==> src/rtl/ax301_segment_scanner_pkg.sv <==
// Shared types and constants for the AX301 six-digit segment display scanner.
package ax301_peripherals_pkg;

    localparam int SEG_DIGITS = 6;

    localparam logic [5:0] SEG_OFF_SEL     = 6'h3F;
    localparam logic [7:0] SEG_OFF_SEGMENT = 8'hFF;

    typedef logic [3:0] seg_hex_t;

    typedef struct packed {
        seg_hex_t [SEG_DIGITS-1:0] digits;
        logic [SEG_DIGITS-1:0]     dp;
        logic [SEG_DIGITS-1:0]     en;
    } seg_frame_t;

    // Display pin bundle; both fields are active-low at the pins.
    typedef struct packed {
        logic [5:0] sel;
        logic [7:0] segment;
    } ax301_segment_ctrl;

    localparam seg_frame_t SEG_FRAME_EMPTY = '0;

endpackage

==> src/rtl/ax301_segment_scanner_if.sv <==
// Frame handshake between a producer and the segment scanner.
// Valid/ready: a frame transfers on a clk edge where frame_valid && frame_ready; the producer holds data while ready is low.
interface ax301_segment_scanner_if;

    logic        frame_valid;
    logic        frame_ready;
    logic [23:0] frame_digits;
    logic [5:0]  frame_dp;
    logic [5:0]  frame_en;

    modport master (
        output frame_valid,
        output frame_digits,
        output frame_dp,
        output frame_en,
        input  frame_ready
    );

    modport slave (
        input  frame_valid,
        input  frame_digits,
        input  frame_dp,
        input  frame_en,
        output frame_ready
    );

endinterface

==> src/rtl/ax301_seg_hex_decoder.sv <==
// Combinational hex to seven-segment decoder, active-high gfedcba.
module ax301_seg_hex_decoder
    import ax301_peripherals_pkg::*;
(
    input  seg_hex_t   hex,
    output logic [6:0] seg_gfedcba
);

    always_comb begin
        seg_gfedcba = 7'h00;
        case (hex)
            4'h0: seg_gfedcba = 7'h3F;
            4'h1: seg_gfedcba = 7'h06;
            4'h2: seg_gfedcba = 7'h5B;
            4'h3: seg_gfedcba = 7'h4F;
            4'h4: seg_gfedcba = 7'h66;
            4'h5: seg_gfedcba = 7'h6D;
            4'h6: seg_gfedcba = 7'h7D;
            4'h7: seg_gfedcba = 7'h07;
            4'h8: seg_gfedcba = 7'h7F;
            4'h9: seg_gfedcba = 7'h6F;
            4'hA: seg_gfedcba = 7'h77;
            4'hB: seg_gfedcba = 7'h7C;
            4'hC: seg_gfedcba = 7'h39;
            4'hD: seg_gfedcba = 7'h5E;
            4'hE: seg_gfedcba = 7'h79;
            4'hF: seg_gfedcba = 7'h71;
            default: seg_gfedcba = 7'h00;
        endcase
    end

endmodule

==> src/rtl/ax301_segment_scanner.sv <==
// Double-buffered six-digit scan controller with per-slot blanking and registered pin outputs.
// Optional leading-zero suppression: define AX301_SEG_LEADING_ZERO_BLANK_EN.
module ax301_segment_scanner
    import ax301_peripherals_pkg::*;
#(
    parameter int DIGIT_CYCLES = 50000,
    parameter int BLANK_CYCLES = 500
) (
    input  logic                      clk,
    input  logic                      rst,
    ax301_segment_scanner_if.slave    frame,
    output logic                      frame_start,
    output ax301_segment_ctrl         seg_ctrl
);

    localparam int              CW        = (DIGIT_CYCLES > 1) ? $clog2(DIGIT_CYCLES) : 1;
    localparam logic [CW-1:0]   SLOT_LAST = CW'(DIGIT_CYCLES - 1);

    // slot_cnt/digit_idx name the position the next clock edge presents on the pins.
    logic [CW-1:0]   slot_cnt;
    logic [2:0]      digit_idx;
    seg_frame_t      active;
    seg_frame_t      pending;
    logic            pending_full;

    logic            boundary;
    logic            promote;
    logic            accept;
    seg_frame_t      shown;
    logic            in_blank;
    logic            lit;
    logic [5:0]      lz_mask;
    logic [6:0]      hex_seg;
    logic [5:0]      sel_nxt;
    logic [7:0]      segment_nxt;

    assign frame.frame_ready = !pending_full;

    assign boundary = (slot_cnt == '0) && (digit_idx == 3'd0);
    assign promote  = boundary && pending_full;
    assign accept   = frame.frame_valid && !pending_full;
    assign shown    = promote ? pending : active;
    assign in_blank = int'(slot_cnt) < BLANK_CYCLES;

    ax301_seg_hex_decoder u_hex (
        .hex         (shown.digits[digit_idx]),
        .seg_gfedcba (hex_seg)
    );

`ifdef AX301_SEG_LEADING_ZERO_BLANK_EN
    logic zero_above;

    // Walk down from the top digit; stop suppressing once a non-zero enabled digit appears.
    always_comb begin
        lz_mask    = '0;
        zero_above = 1'b1;
        for (int i = SEG_DIGITS - 1; i >= 1; i--) begin
            if (shown.en[i] && (shown.digits[i] == 4'h0) && !shown.dp[i] && zero_above) begin
                lz_mask[i] = 1'b1;
            end
            if (shown.en[i] && (shown.digits[i] != 4'h0)) begin
                zero_above = 1'b0;
            end
        end
    end
`else
    assign lz_mask = '0;
`endif

    always_comb begin
        lit         = !in_blank && shown.en[digit_idx] && !lz_mask[digit_idx];
        sel_nxt     = SEG_OFF_SEL;
        segment_nxt = SEG_OFF_SEGMENT;
        if (lit) begin
            sel_nxt     = ~(6'b000001 << digit_idx);
            segment_nxt = {~shown.dp[digit_idx], ~hex_seg};
        end
    end

    always_ff @(posedge clk) begin
        if (rst) begin
            slot_cnt         <= '0;
            digit_idx        <= 3'd0;
            active           <= SEG_FRAME_EMPTY;
            pending          <= SEG_FRAME_EMPTY;
            pending_full     <= 1'b0;
            frame_start      <= 1'b0;
            seg_ctrl.sel     <= SEG_OFF_SEL;
            seg_ctrl.segment <= SEG_OFF_SEGMENT;
        end else begin
            seg_ctrl.sel     <= sel_nxt;
            seg_ctrl.segment <= segment_nxt;
            frame_start      <= boundary;

            if (promote) begin
                active <= pending;
            end

            // accept and promote are exclusive: promote needs a full pending buffer.
            if (accept) begin
                pending.digits <= frame.frame_digits;
                pending.dp     <= frame.frame_dp;
                pending.en     <= frame.frame_en;
                pending_full   <= 1'b1;
            end else if (promote) begin
                pending_full   <= 1'b0;
            end

            if (slot_cnt == SLOT_LAST) begin
                slot_cnt  <= '0;
                digit_idx <= (digit_idx == 3'd5) ? 3'd0 : digit_idx + 3'd1;
            end else begin
                slot_cnt  <= slot_cnt + 1'b1;
            end
        end
    end

endmodule

==> src/flat_wrapper.sv <==
// flat-port wrapper written by rule: the top's interface ports become plain ports
module ax301_segment_scanner_flat import ax301_peripherals_pkg::*;
#(
    parameter int DIGIT_CYCLES = 50000,
    parameter int BLANK_CYCLES = 500
)
  (clk, rst, frame_start, seg_ctrl, frame_frame_valid, frame_frame_digits, frame_frame_dp, frame_frame_en, frame_frame_ready);
  ax301_segment_scanner_if frame_i ();
  input  logic clk;
  input  logic rst;
  output logic frame_start;
  output ax301_segment_ctrl seg_ctrl;
  input wire logic [$bits(frame_i.frame_valid)-1:0] frame_frame_valid;
  input wire logic [$bits(frame_i.frame_digits)-1:0] frame_frame_digits;
  input wire logic [$bits(frame_i.frame_dp)-1:0] frame_frame_dp;
  input wire logic [$bits(frame_i.frame_en)-1:0] frame_frame_en;
  output wire logic [$bits(frame_i.frame_ready)-1:0] frame_frame_ready;
  assign frame_i.frame_valid = frame_frame_valid;
  assign frame_i.frame_digits = frame_frame_digits;
  assign frame_i.frame_dp = frame_frame_dp;
  assign frame_i.frame_en = frame_frame_en;
  assign frame_frame_ready = frame_i.frame_ready;
  ax301_segment_scanner #(.DIGIT_CYCLES(DIGIT_CYCLES), .BLANK_CYCLES(BLANK_CYCLES)) u_core (.clk(clk), .rst(rst), .frame(frame_i), .frame_start(frame_start), .seg_ctrl(seg_ctrl));
endmodule
==> config.mk <==
export PLATFORM = sky130hd
export DESIGN_NAME = ax301_segment_scanner_flat
export DESIGN_NICKNAME = d
export VERILOG_FILES = /design/src/rtl/ax301_segment_scanner_pkg.sv /design/src/rtl/ax301_segment_scanner_if.sv /design/src/rtl/ax301_seg_hex_decoder.sv /design/src/rtl/ax301_segment_scanner.sv /design/src/flat_wrapper.sv
export SDC_FILE = /design/constraint.sdc
export NUM_CORES = 1
export LEC_CHECK = 0
export CORE_UTILIZATION = 35
export CTS_BUF_LIST = sky130_fd_sc_hd__clkbuf_16
export DETAILED_ROUTE_END_ITERATION = 10
export GPL_ROUTABILITY_DRIVEN = 0
export HOLD_SLACK_MARGIN = 0.12
export PLACE_DENSITY = 0.62
export SYNTH_ARGS = -nofsm -noshare
export SYNTH_HDL_FRONTEND = slang
export SYNTH_SLANG_ARGS = --single-unit
==> constraint.sdc <==
create_clock -name clk -period 2.96 [get_ports clk]
set_input_delay 0.592 -clock clk [delete_from_list [all_inputs] [get_ports clk]]
set_output_delay 0.592 -clock clk [all_outputs]
set_load 0.005 [all_outputs]
==> results.cfg, run 1 <==
[die]
fp-row-count = 41
io_pins = 55
die_area_mm2 = 0.01353
design.core.area_mm2 = 0.01267
die_height_um = 116.3
start_util_pct = 36.10
die_x_um = 116.3

[synth]
synth_area_leader = dfxtp_1
syn_nets = 594
synth.cell_area_mm2 = 0.004574
postSynth.topFlopCell = dfxtp_1
synth_top_area_share_pct = 46.83
yosys_warnings = 0
asyncSetResetFlopFracSynth_pct = 0
synth_edf_count = 0
synthesis.instances = 546
yosysUniqueCellTypes = 60
post_synth.cell_area_avg_um2 = 8.378
flip_flop_and_latch_count_after_synthesis = 107
synth.top_cells.by_area = dfxtp_1, nand2_1, a21oi_1
yosysSeqAreaShare_pct = 46.83

[critical_path]
buffers_plus_inverters_on_the_worst_setup_path = 4
worst-endpoint-arrival_ns = 3.12
crit_required_ns = 3.20
crit_path_max_fanout = 6
setup.worst_path.end_class = flop
crit_path_max_incr_delay_ns = 0.46
regToRegStartpoint = u_core.slot_cnt[1]
critical_path_start_end_classification = flop to flop
timing.critical_path.from = u_core.slot_cnt[1]
critical_path_start_type = flop
critPathTopFamily = simple AND/OR/NAND/NOR gates
critical_path.cell_chain = inv_2 > ha_4 > or4b_4 > nor4_4 > nand3_2 > buf_8 > buf_6 > mux4_2 > nand2_1 > and2_4 > buf_6 > ha_4 > nand3b_1 > a211oi_2 > a31oi_1
cp_slowest_cell = or4b_4

[placed_design]
dp_hpwl_um = 7473
numPortBuffers = 54
placement.setup.worst_slack_ns = -0.03876

[global_route]
grt_pass1_vias = 3743
grt_first_pass_wirelength_um = 17620
grt_start_max_net_pins = 80
global_route.overflow_total = 0
grt.total_usage_pct = 16.62
number_of_antenna_violations_at_the_first_check_in_global_routing = 0

[layout]
layout-drive-gt1-share_pct = 17.36
layout.nets = 671
filler_cell_count = 1239
layout-area-overhead-vs-synth_pct = 31.07
layout_commonest_cell = nand2_1
fin_util_pct = 47.32
layout.area.seq_mm2 = 0.002145
insertedDiodeCount = 0
multiInputGateArea_mm2 = 0.002354
final_cell_mix = nand2_1, dfxtp_1, a21oi_1

[timing]
maxClockFrequency_mhz = 348.2
worst_slack_ns = 0.08811
slew-limit-headroom_pct = 47.56
worst_slew_pin_slew_ns = 0.7866
hold_viol_final = 0
slew_viol_final = 0
setup_viol = 0
post-route-min-period_ns = 2.872
grt_setup_unrepaired = true
final.period_utilization_pct = 97.02
fin_worst_skew_ns = 0.01195

[drt]
routed_wl_um = 10750
route.detailed.wl_per_inst_um = 13.44
dr.pass1.iters = 4
drt_iter0_markers = 158
postRouteAntennaNets = 0
routed-via-count = 3921
drc = 0
route.detailed.vias_per_inst = 4.901

[worst_hold_path]
hp-class = flop to flop
worstHoldStart = u_core.active[16]

[cts]
worst_setup_hold_path_clk_slew_ns = 0.08
htreeDepth = 3
tritoncts_buffer_count = 9
cts.root.buffer_cell = clkbuf_16
tritoncts_num_sinks = 107
cts.path.max_buffers = 2
cts-hold-fix-buffers = 0
tritoncts = built
clk-insertion-delay-late_ns = 0.35

[pwr]
powerDensity_mw_per_mm2 = 519.0
total_power_w = 0.003112
vdd_ir_drop_max_mv = 0.2516
power.static_leakage_nw = 2.241

[status]
outcome = complete, no violations

[job]
drv.max_cap_violation_count = 0
-- synthesized netlist by cell type (4+ instances only) --
master	count
nor2_1	45
a21boi_1	4
inv_1	13
nor4_1	4
xor2_1	10
o21ai_0	9
nand2_1	130
a211oi_1	6
mux2i_1	10
dfxtp_1	107
nand3_1	10
xnor2_1	5
a21oi_1	69
and3_1	10
clkbuf_1	27
ha_1	9
nand4_1	5
nor3_1	7
-- final timing paths --
path / slack (ns) / depth (start not counted) / to
setup reg to reg: 0.09 / 15 / u_core.seg_ctrl[3]
hold reg to reg: 0.46 / 2 / u_core.active[16]
setup / recovery: 0.09 / 15 / u_core.seg_ctrl[3]
hold / removal: 0.46 / 2 / u_core.active[16]
-- logic make-up after synthesis --
logic type	after synthesis	synth area share [%]
AOI/OAI and AO/OA	112	15.32
and+or+nand+nor	240	23.96
DFF	107	46.83
buffers and inverters	49	4.650
xor gates and xnor gates	15	2.872
muxes	14	3.911
adders and majority gates	9	2.462
-- cell type report --
cell class                      instances  share of cell area, %
Clock inverter                          7                  1.607
Tap cell                              172                  3.589
Multi-Input combinational cell        390                  39.25
Timing Repair Buffer                  102                  15.21
Clock buffer                            9                  3.756
Inverter                               13                 0.8139
Sequential cell                       107                  35.77
-- through the flow --
stage / setup TNS (ns) / hold WS (ns) / instances / area (um2)
floorplan: 0 / 0.4263 / 546 / 4574
global route: -0.1076 / 0.4783 / 800 / 5996
CTS: -0.02154 / 0.4559 / 799 / 5902
finish: 0 / 0.4553 / 800 / 5996
detailed placement: -0.03897 / 0.4452 / 775 / 5456
global placement: 0 / 0.4380 / 775 / 5456
-- power breakdown --
part / internal, W / total [W] / switching, W
Clock: 0.000682 / 0.00127 / 0.000592
Combinational: 0.000159 / 0.000323 / 0.000165
Sequential: 0.00149 / 0.00151 / 0.0000284
Total: 0.00233 / 0.00311 / 0.000785
-- worst reg2reg max path: stages, from the launching register on --
cell      delay [ns]
dfxtp_2         0.33
inv_2           0.06
ha_4            0.12
or4b_4          0.46
nor4_4          0.20
nand3_2         0.13
buf_8           0.15
buf_6           0.13
mux4_2          0.21
nand2_1         0.05
and2_4          0.18
buf_6           0.12
ha_4            0.26
nand3b_1        0.09
a211oi_2        0.24
a31oi_1         0.06
-- flip-flops by register name (all words and copies together) (netlist names) --
signal	cells
u_core.active	36
u_core.digit_idx	3
u_core.frame_start	1
u_core.pending	36
u_core.pending_full	1
u_core.seg_ctrl	14
u_core.slot_cnt	16
-- per-layer routing --
metal | share of wire [%] | vias to the layer above | routed length, um | GRT usage [%]
li1 | - | 2009 | - | -
met1 | 50 | 1825 | 5426 | 22.95
met2 | 45 | 79 | 4790 | 25.44
met3 | 3.9 | 8 | 417 | 3.944
met4 | 1.1 | 0 | 114 | 5.470
met5 | 0 | - | 0 | 0
-- timing repair --
action | CTS | global route
endpoints found under the hold margin | 0 | 0
cloned | 0 | 0
pin swaps | 8 | 12
setup endpoints to repair | 2 | 8
gates resized for setup | 20 | 20
buffers inserted | 8 | 2
Note: power is estimated with default switching activity, not from simulation.
==> run 2: changes to the inputs <==
--- a/config.mk
+++ b/config.mk
@@ -11,6 +11,7 @@
 export GPL_ROUTABILITY_DRIVEN = 0
 export HOLD_SLACK_MARGIN = 0.12
 export PLACE_DENSITY = 0.62
+export SLEW_MARGIN = 20
 export SYNTH_ARGS = -nofsm -noshare
 export SYNTH_HDL_FRONTEND = slang
 export SYNTH_SLANG_ARGS = --single-unit
==> results of run 2 <==
No change in the layout: final DEF, timing and power equal those of run 1.
==> run 3: changes to the inputs <==
--- a/config.mk
+++ b/config.mk
@@ -11,6 +11,7 @@
 export GPL_ROUTABILITY_DRIVEN = 0
 export HOLD_SLACK_MARGIN = 0.12
 export PLACE_DENSITY = 0.62
+export REMOVE_ABC_BUFFERS = 1
 export SLEW_MARGIN = 20
 export SYNTH_ARGS = -nofsm -noshare
 export SYNTH_HDL_FRONTEND = slang
==> run 3 against run 2 <==
Count of clock-buffer cells in the layout stayed put. Sequential power hardly changed. Clock skew shrank 0.00065 ns. Largest power group unchanged. First-iteration DRC count up 55%. Global-route usage is 0.23 points lower. Critical endpoint is now u_core.seg_ctrl[1]. Critical path type unchanged. Sequential share of layout area is essentially flat.
==> results.cfg, run 3 (synthesis gave the netlist of run 1 again) <==
[cts]
htreeDepth = 3
tritoncts = built
cts.path.max_buffers = 2
cts.root.buffer_cell = clkbuf_16
tritoncts_num_sinks = 107
clk-insertion-delay-late_ns = 0.35
tritoncts_buffer_count = 9
worst_setup_hold_path_clk_slew_ns = 0.07

[die]
die_x_um = 116.3
fp-row-count = 41
io_pins = 55
die_area_mm2 = 0.01353
die_height_um = 116.3
start_util_pct = 36.10
design.core.area_mm2 = 0.01267

[worst_hold_path]
hp-class = flop to flop

[critical_path]
crit_required_ns = 3.20
worst-endpoint-arrival_ns = 3.10
buffers_plus_inverters_on_the_worst_setup_path = 4
critical_path_start_end_classification = flop to flop
critical_path_start_type = flop
cp_slowest_cell = or4b_4
crit_path_max_incr_delay_ns = 0.47
crit_path_max_fanout = 6
critPathTopFamily = simple AND/OR/NAND/NOR gates
critical_path.cell_chain = inv_1 > ha_2 > or4b_4 > nor4_4 > buf_4 > nand3_4 > buf_6 > mux4_2 > nand2_2 > o211ai_4 > inv_2 > ha_4 > a221o_1
setup.worst_path.end_class = flop

[placed_design]
numPortBuffers = 54
dp_hpwl_um = 7718
placed_cells_incl_taps = 773

[drt]
drt_iter0_markers = 245
routed-via-count = 3961
route.detailed.vias_per_inst = 4.964
postRouteAntennaNets = 0
routed_wl_um = 10990
dr.pass1.iters = 4
route.detailed.wl_per_inst_um = 13.77
drc = 0

[pwr]
total_power_w = 0.002943
share_comb_of_total_power_pct = 11.1
vdd_ir_drop_max_mv = 0.2710
cellInternalPower_w = 0.002218
pwr-share-seq_pct = 51.5
switching_part_of_the_total_pct = 24.62
power.static_leakage_nw = 2.230
clock_power_share_pct = 37.4
powerDensity_mw_per_mm2 = 491.2
switching_pwr_w = 0.0007243

[timing]
final.period_utilization_pct = 96.78
hold_viol_final = 0
slew_viol_final = 0
holdWs_ns = 0.4535
setup_viol = 0
fin_worst_skew_ns = 0.01129
maxClockFrequency_mhz = 349.1
worst_slew_pin_slew_ns = 0.7540
finalSetupTns_ns = 0
post-route-min-period_ns = 2.865
slew-limit-headroom_pct = 49.35
grt_setup_unrepaired = true

[layout]
filler_cell_count = 1267
layout-area-overhead-vs-synth_pct = 30.96
multiInputGateArea_mm2 = 0.002396
fin_util_pct = 47.28
final_cell_mix = nand2_1, dfxtp_1, a21oi_1
finalNonFillerCells = 798
insertedDiodeCount = 0
layout.area.seq_mm2 = 0.002145
top_flop_regs = u_core.active: 36 flops, u_core.pending: 36 flops, u_core.slot_cnt: 16 flops
layout.nets = 669
layout-drive-gt1-share_pct = 17.73
layout_commonest_cell = nand2_1

[global_route]
grt_start_max_net_pins = 47
global_route.overflow_total = 0
number_of_antenna_violations_at_the_first_check_in_global_routing = 0
grt_pass1_vias = 3639
grt.total_usage_pct = 16.39
grt_first_pass_wirelength_um = 17330

[job]
drv.max_cap_violation_count = 0

[status]
outcome = complete, no violations
run 3: cell count changes in the layout (fill, tap and decap cells not counted), sizes merged:
cell / delta
inv: +1
buf: -2
bufinv: -1
run 3: per-stage QoR:
step | instance area, um2 | setup WS [ns]
after detailed placement | 5441 | -0.1010
after floorplan | 4410 | -0.5248
after global routing | 5991 | -0.1056
after CTS | 5742 | 0.01459
final | 5991 | 0.09523
after global placement | 5441 | -0.02465
run 3: area by class of cell:
class | instances | area share (%)
multi-input combinational | 390 | 40.00
clock buffer | 9 | 3.759
sequential | 107 | 35.80
timing repair buffer | 100 | 15.31
clock inverter | 7 | 0.7310
inverter | 13 | 0.8145
tap | 172 | 3.592
run 3: repair_timing:
item                                    in CTS  in global routing
hold buffers                                 0                  0
endpoints found under the setup margin       6                 12
buffers inserted                             1                  8
pin swaps                                    2                 25
resized for setup                            6                 44
run 3: final timing paths:
check / cells past startpoint / end / slack (ns) / start
worst max-delay path: 13 / u_core.seg_ctrl[1] / 0.1 / u_core.slot_cnt[0]
worst min register to register: 2 / u_core.active[34] / 0.45 / u_core.active[34]
worst min-delay path: 2 / u_core.active[34] / 0.45 / u_core.active[34]
worst max register to register: 13 / u_core.seg_ctrl[1] / 0.1 / u_core.slot_cnt[0]
run 3: power by group through the flow:
stage	sequential [W]	clock, W	combinational [W]
floorplan	0.00154	0	0.000144
global placement	0.00155	0	0.000284
finish	0.00152	0.00110	0.000326
detailed placement	0.00155	0	0.000290
CTS	0.00152	0.00113	0.000299
global route	0.00152	0.00118	0.000360
run 3: layer usage:
metal	wire length, um	GRT usage (%)
met3	517	2.698
met4	162	6.239
met1	5164	22.44
met2	5148	25.84
met5	0	0
run 3: worst min-delay path, stage by stage, from the launching register on:
cell	delay, ns
dfxtp_1	0.31
nand2_1	0.05
a21oi_1	0.05
